### src/rtl/instr_fetch.sv
// Fetch stage: owns the PC, issues one-outstanding imem requests, holds IF/ID plus a 1-entry skid.
// Latency: request 1 cycle after ISSUE, IF/ID loads on the response edge; redirects squash in-flight data.
module instr_fetch #(
  parameter logic [31:0] RESET_PC  = 32'h0000_0000,
  parameter logic [31:0] PC_STEP   = 32'h0000_0001,
  parameter logic [31:0] NOP_INSTR = 32'h0000_0000
) (
  input  logic        clk,
  input  logic        rst,
  input  logic        stall,
  input  logic [1:0]  JMPSel,
  input  logic [31:0] Address,
  input  logic        branch_taken,
  input  logic [31:0] branch_target,
  output logic        imem_req,
  output logic [31:0] imem_addr,
  input  logic        imem_rvalid,
  input  logic [31:0] imem_rdata,
  output logic [31:0] instruction,
  output logic [31:0] pc_out,
  output logic        instr_valid
);

  typedef enum logic [1:0] {ISSUE, WAIT, HOLD} state_t;

  state_t      state, state_nxt;
  logic [31:0] pc, pc_nxt;
  logic        req_nxt;
  logic [31:0] addr_nxt;
  logic        iv_nxt;
  logic [31:0] instr_nxt, pco_nxt;
  logic        skid_vld, skid_vld_nxt;
  logic [31:0] skid_instr, skid_instr_nxt;
  logic [31:0] skid_pc, skid_pc_nxt;
  logic        squash, squash_nxt;

  logic consume, jump, redirect;

  assign consume  = instr_valid && !stall;
  assign jump     = consume && (JMPSel == 2'b01);
  assign redirect = branch_taken || jump;

  always_comb begin
    state_nxt      = state;
    pc_nxt         = pc;
    req_nxt        = 1'b0;
    addr_nxt       = imem_addr;
    iv_nxt         = instr_valid;
    instr_nxt      = instruction;
    pco_nxt        = pc_out;
    skid_vld_nxt   = skid_vld;
    skid_instr_nxt = skid_instr;
    skid_pc_nxt    = skid_pc;
    squash_nxt     = squash;

    if (consume) begin
      iv_nxt    = 1'b0;
      instr_nxt = NOP_INSTR;
    end

    if (redirect) begin
      pc_nxt       = branch_taken ? branch_target : Address;
      iv_nxt       = 1'b0;
      instr_nxt    = NOP_INSTR;
      skid_vld_nxt = 1'b0;
      // A response still in flight belongs to the old path; mark it for dropping.
      if (state == WAIT && !imem_rvalid) begin
        squash_nxt = 1'b1;
      end else begin
        squash_nxt = 1'b0;
        state_nxt  = ISSUE;
      end
    end else begin
      case (state)
        ISSUE: begin
          req_nxt   = 1'b1;
          addr_nxt  = pc;
          state_nxt = WAIT;
        end
        WAIT: begin
          if (imem_rvalid) begin
            state_nxt = ISSUE;
            if (squash) begin
              squash_nxt = 1'b0;
            end else if (!instr_valid || consume) begin
              iv_nxt    = 1'b1;
              instr_nxt = imem_rdata;
              pco_nxt   = pc;
              pc_nxt    = pc + PC_STEP;
            end else begin
              skid_vld_nxt   = 1'b1;
              skid_instr_nxt = imem_rdata;
              skid_pc_nxt    = pc;
              pc_nxt         = pc + PC_STEP;
              state_nxt      = HOLD;
            end
          end
        end
        HOLD: begin
          if (consume) begin
            iv_nxt       = 1'b1;
            instr_nxt    = skid_instr;
            pco_nxt      = skid_pc;
            skid_vld_nxt = 1'b0;
            state_nxt    = ISSUE;
          end
        end
        default: state_nxt = ISSUE;
      endcase
    end
  end

  always_ff @(posedge clk or posedge rst) begin
    if (rst) begin
      state       <= ISSUE;
      pc          <= RESET_PC;
      imem_req    <= 1'b0;
      imem_addr   <= 32'h0;
      instr_valid <= 1'b0;
      instruction <= NOP_INSTR;
      pc_out      <= 32'h0;
      skid_vld    <= 1'b0;
      skid_instr  <= 32'h0;
      skid_pc     <= 32'h0;
      squash      <= 1'b0;
    end else begin
      state       <= state_nxt;
      pc          <= pc_nxt;
      imem_req    <= req_nxt;
      imem_addr   <= addr_nxt;
      instr_valid <= iv_nxt;
      instruction <= instr_nxt;
      pc_out      <= pco_nxt;
      skid_vld    <= skid_vld_nxt;
      skid_instr  <= skid_instr_nxt;
      skid_pc     <= skid_pc_nxt;
      squash      <= squash_nxt;
    end
  end

endmodule

### config.mk
export PLATFORM = sky130hd
export DESIGN_NAME = instr_fetch
export DESIGN_NICKNAME = d
export VERILOG_FILES = /design/src/rtl/instr_fetch.sv
export SDC_FILE = /design/constraint.sdc
export NUM_CORES = 1
export LEC_CHECK = 0
export BUFFER_PORTS_ARGS = -buffer_cell sky130_fd_sc_hd__buf_2
export CORE_MARGIN = 2
export CORE_UTILIZATION = 25
export CTS_CLUSTER_DIAMETER = 50
export DETAILED_ROUTE_END_ITERATION = 8
export PLACE_DENSITY_LB_ADDON = 0.1
export SYNTH_ARGS = -nofsm -noshare
export SYNTH_HDL_FRONTEND = slang
export SYNTH_SLANG_ARGS = --single-unit
### constraint.sdc
create_clock -name clk -period 7.5 [get_ports clk]
set_input_delay 0.375 -clock clk [delete_from_list [all_inputs] [get_ports clk]]
set_output_delay 0.375 -clock clk [all_outputs]
set_load 0.005 [all_outputs]
==> run_summary.xml <==
<?xml version="1.0" encoding="UTF-8"?>
<metrics>
  <group name="synth">
    <metric name="post-synth-top-area-fraction" unit="">0.527</metric>
    <metric name="ys_top_cells_by_area" unit="">sky130_fd_sc_hd__dfrtp_1 53%, sky130_fd_sc_hd__mux2_2 11%, sky130_fd_sc_hd__mux2i_1 4.0%</metric>
    <metric name="post-synth-top-area-cell" unit="">sky130_fd_sc_hd__dfrtp_1</metric>
    <metric name="synth-seq-area-share" unit="">0.527</metric>
    <metric name="syn_area" unit="µm²">9360</metric>
    <metric name="netlist_instances" unit="">845</metric>
    <metric name="syn-num-nets" unit="">953</metric>
    <metric name="avgSynthCellArea" unit="µm²">11.1</metric>
    <metric name="number_of_enable_type_register_cells_in_the_synthesized_netlist" unit="">0</metric>
    <metric name="ys_async_sr_fraction" unit="">1.00</metric>
    <metric name="yosys.cell_types.count" unit="">64</metric>
    <metric name="synth_flop_cell" unit="">sky130_fd_sc_hd__dfrtp_1</metric>
    <metric name="yosys_warnings" unit="">0</metric>
    <metric name="ys_ff_latch" unit="">197</metric>
  </group>
  <group name="final_layout">
    <metric name="final_net_count" unit="">1124</metric>
    <metric name="layout-drive-gt1-share" unit="">0.345</metric>
    <metric name="fill_cells" unit="">3819</metric>
    <metric name="final-seq-area" unit="µm²">4930</metric>
    <metric name="layout-area-overhead-vs-synth" unit="%">21.5</metric>
    <metric name="multi_input_comb_area" unit="µm²">4100</metric>
  </group>
  <group name="floorplan">
    <metric name="initial_core_util" unit="">0.255</metric>
    <metric name="chipWidth" unit="µm">197</metric>
    <metric name="core_area" unit="µm²">36700</metric>
    <metric name="die_span_y" unit="µm">197</metric>
    <metric name="fp.dieArea" unit="µm²">39000</metric>
    <metric name="ioPinCount" unit="">201</metric>
    <metric name="rows" unit="">70</metric>
  </group>
  <group name="global_route">
    <metric name="grt_overflow_total" unit="">0</metric>
    <metric name="grt_pass1_wl" unit="mm">45.1</metric>
    <metric name="initial_antenna_violation_count" unit="">1</metric>
    <metric name="globalRouteTotalUtil" unit="">0.154</metric>
    <metric name="maximum_number_of_pins_on_one_net_before_global_route_repair" unit="">74</metric>
    <metric name="grt_pass1_vias" unit="">7123</metric>
  </group>
  <group name="hold_path">
    <metric name="min_path_cells" unit="">3</metric>
    <metric name="min-delay-start" unit="">branch_target[14]</metric>
    <metric name="worst_hold_path_type" unit="">in2reg</metric>
    <metric name="worstHoldEndpoint" unit="">pc[14]$_DFFE_PP0P_</metric>
  </group>
  <group name="critical_path">
    <metric name="setup.worst_path.start" unit="">instr_valid$_DFF_PP0_</metric>
    <metric name="regToRegEndpoint" unit="">skid_pc[18]$_DFFE_PP0P_</metric>
    <metric name="r2r_setup_slack" unit="ns">4.57</metric>
    <metric name="cp.required" unit="ns">7.84</metric>
    <metric name="cp-end-kind" unit="">flip-flop</metric>
    <metric name="worst-setup-path-type" unit="">reg2reg</metric>
    <metric name="startpoint_type" unit="">flip-flop</metric>
    <metric name="worstPathMaxFanout" unit="">37</metric>
    <metric name="reg2regPathDepth" unit="">7</metric>
    <metric name="worstPathArrival" unit="ns">3.27</metric>
    <metric name="r2r-start" unit="">instr_valid$_DFF_PP0_</metric>
  </group>
  <group name="cts">
    <metric name="cts_repair_resize_count" unit="">0</metric>
    <metric name="cts_inserted_buffers" unit="">17</metric>
    <metric name="insertion_delay" unit="ns">0.45</metric>
    <metric name="cts_sinks" unit="">197</metric>
    <metric name="cts_htree_levels" unit="">4</metric>
    <metric name="cts_tree" unit="">yes</metric>
    <metric name="cts.reportedPaths.clkPinSlew" unit="ns">0.08</metric>
    <metric name="cts.path.max_buffers" unit="">2</metric>
    <metric name="clock-root-buffer" unit="">sky130_fd_sc_hd__clkbuf_16</metric>
  </group>
  <group name="power_and_ir_drop">
    <metric name="sequentialPowerShare" unit="">0.477</metric>
    <metric name="finalPower" unit="mW">2.88</metric>
    <metric name="leakagePower" unit="nW">5.12</metric>
    <metric name="switching_power" unit="µW">895</metric>
    <metric name="power_switching_share" unit="">0.311</metric>
    <metric name="clock_power_frac" unit="">0.325</metric>
    <metric name="power.combinational.fraction" unit="">0.198</metric>
    <metric name="powerDensity" unit="nW/µm²">253</metric>
    <metric name="power.ir.vdd_worst" unit="mV">0.161</metric>
    <metric name="p_int" unit="mW">1.99</metric>
  </group>
  <group name="place">
    <metric name="detailedPlacementHpwl" unit="mm">19.9</metric>
    <metric name="buffer_ports.inserted" unit="">200</metric>
    <metric name="gp_routability_congestion" unit="">0.736</metric>
  </group>
  <group name="route">
    <metric name="detail_route.drc_violations" unit="">0</metric>
    <metric name="via_per_inst" unit="">4.72</metric>
    <metric name="detail_route.first_pass.iterations" unit="">4</metric>
    <metric name="vias" unit="">7071</metric>
    <metric name="drt-met1-wl" unit="mm">14.5</metric>
    <metric name="drt_first_iter_violations" unit="">325</metric>
    <metric name="dr_wl_cell" unit="µm">19.7</metric>
    <metric name="met3_length" unit="mm">1.32</metric>
    <metric name="dr_wl_met2" unit="mm">13.4</metric>
    <metric name="drt-total-wl" unit="mm">29.5</metric>
    <metric name="top_layer_used" unit="">met4</metric>
    <metric name="ant_nets" unit="">0</metric>
  </group>
  <group name="timing">
    <metric name="fin_worst_hold_slack" unit="ns">0.146</metric>
    <metric name="finalCritPeriodShare" unit="">0.391</metric>
    <metric name="timing.setup.tns" unit="ns">0</metric>
    <metric name="fmaxAchievable" unit="MHz">341</metric>
    <metric name="timing.max_slew.rel_slack" unit="">0.291</metric>
    <metric name="fin_crit" unit="ns">2.93</metric>
    <metric name="finalHoldViolations" unit="">0</metric>
    <metric name="timing.final.max_slew_violations" unit="">0</metric>
    <metric name="worst_slew_pin_slew" unit="ns">1.06</metric>
    <metric name="worst_clock_skew" unit="ns">0.0102</metric>
    <metric name="setup_viol" unit="">0</metric>
    <metric name="rsz_0062_raised_after_global_routing" unit="">no</metric>
  </group>
  <group name="run_status">
    <metric name="status" unit="">finished clean</metric>
  </group>
  <group name="run">
    <metric name="max_cap_viol_count" unit="">0</metric>
  </group>
</metrics>
-- final cells by class --
cell class | count | area share
well taps | 468 | 0.0515
flip-flops and latches | 197 | 0.433
multi-input cells | 571 | 0.361
clock buffers | 18 | 0.0386
repair buffers | 214 | 0.0975
clock inverters | 14 | 0.0124
diodes | 1 | 0.000220
inverters | 15 | 0.00561
-- power by group through the flow --
stage,combinational (mW),sequential (mW),clock [mW]
floorplan,0.308,1.37,0
global placement,0.583,1.40,0
detailed placement,0.585,1.40,0
CTS,0.590,1.38,0.976
global route,0.644,1.40,1.03
finish,0.571,1.37,0.936
-- registers in the layout, indices dropped and copies added, names as in the netlist --
register / cells
imem_addr: 32
instruction: 32
pc: 32
pc_out: 32
skid_instr: 32
skid_pc: 32
state: 2
imem_req: 1
instr_valid: 1
squash: 1
-- how the worst max path moves through the flow --
stage / to / slack [ns] / cells past startpoint
2_1_floorplan: imem_addr[0]$_DFFE_PP0P_ / 1.76 / 1
3_3_place_gp: skid_pc[17]$_DFFE_PP0P_ / 4.52 / 8
3_5_place_dp: skid_pc[18]$_DFFE_PP0P_ / 4.48 / 8
4_1_cts: skid_pc[18]$_DFFE_PP0P_ / 4.51 / 7
5_1_grt: skid_pc[17]$_DFFE_PP0P_ / 4.36 / 7
6_report: skid_pc[18]$_DFFE_PP0P_ / 4.57 / 7
-- metrics by stage --
step | instances | util | instance area (µm²) | worst slack [ns]
finish | 1498 | 0.310 | 11400 | 4.57
global route | 1497 | 0.310 | 11400 | 4.36
CTS | 1497 | 0.310 | 11400 | 4.51
detailed placement | 1464 | 0.294 | 10800 | 4.48
global placement | 1464 | 0.294 | 10800 | 4.52
floorplan | 845 | - | 9360 | 1.76
-- cells in the mapped netlist (all sizes together) (2+ instances only) --
cell type and number:
buf 22, nand2 44, clkbuf 39, a31oi 6
nand3 12, and4 3, nor4 10, o21ai 24
a221oi 3, and2 4, or3 3, xnor2 8
and3 6, nor3 18, mux2 95, inv 15
or4 3, xor2 6, nand2b 4, o31ai 7
ha 5, a2bb2oi 2, a22oi 36, nand4 15
dfrtp 197, mux2i 37, a22o 32, a311oi 2
nor2 89, nor2b 12, a211oi 10, a21oi 60
-- worst max-delay path: stages (launching register included) --
cell and delay (ns):
sky130_fd_sc_hd__dfrtp_1 0.48, sky130_fd_sc_hd__nand4bb_2 0.13, sky130_fd_sc_hd__buf_4 0.32, sky130_fd_sc_hd__nand2b_2 0.35, sky130_fd_sc_hd__buf_4 0.38, sky130_fd_sc_hd__nor3_4 0.21, sky130_fd_sc_hd__buf_4 0.50, sky130_fd_sc_hd__mux2_2 0.40
-- logic make-up after synthesis --
| family | Yosys count | synth area share |
|---|---|---|
| AOI/OAI and AO/OA | 192 | 0.138 |
| xor gates and xnor gates | 14 | 0.0131 |
| adders and majority gates | 5 | 0.00669 |
| buffers and inverters | 77 | 0.0393 |
| DFF | 197 | 0.527 |
| muxes | 132 | 0.154 |
| and+or+nand+nor | 228 | 0.122 |
-- per-layer routing --
| layer | up-vias | track usage |
|---|---|---|
| met5 | - | 0 |
| met3 | 18 | 0.0331 |
| li1 | 3423 | - |
| met1 | 3492 | 0.219 |
| met2 | 138 | 0.236 |
| met4 | 0 | 0.0426 |
-- placed cells by master (no fill, tap or decap), drive strengths merged, types with 22 or more instances in the layout --
cell type,count
dfrtp,197
mux2,95
a22o,32
mux2i,37
a21oi,60
nor2,89
nand2,44
inv,22
a22oi,36
buf,213
o21ai,24
-- repair_timing --
item                                   in CTS  in global routing
hold buffers                                1                  0
buffers inserted                            0                  0
endpoints found under the hold margin      18                  0
Note: power is estimated with default switching activity, not from simulation.
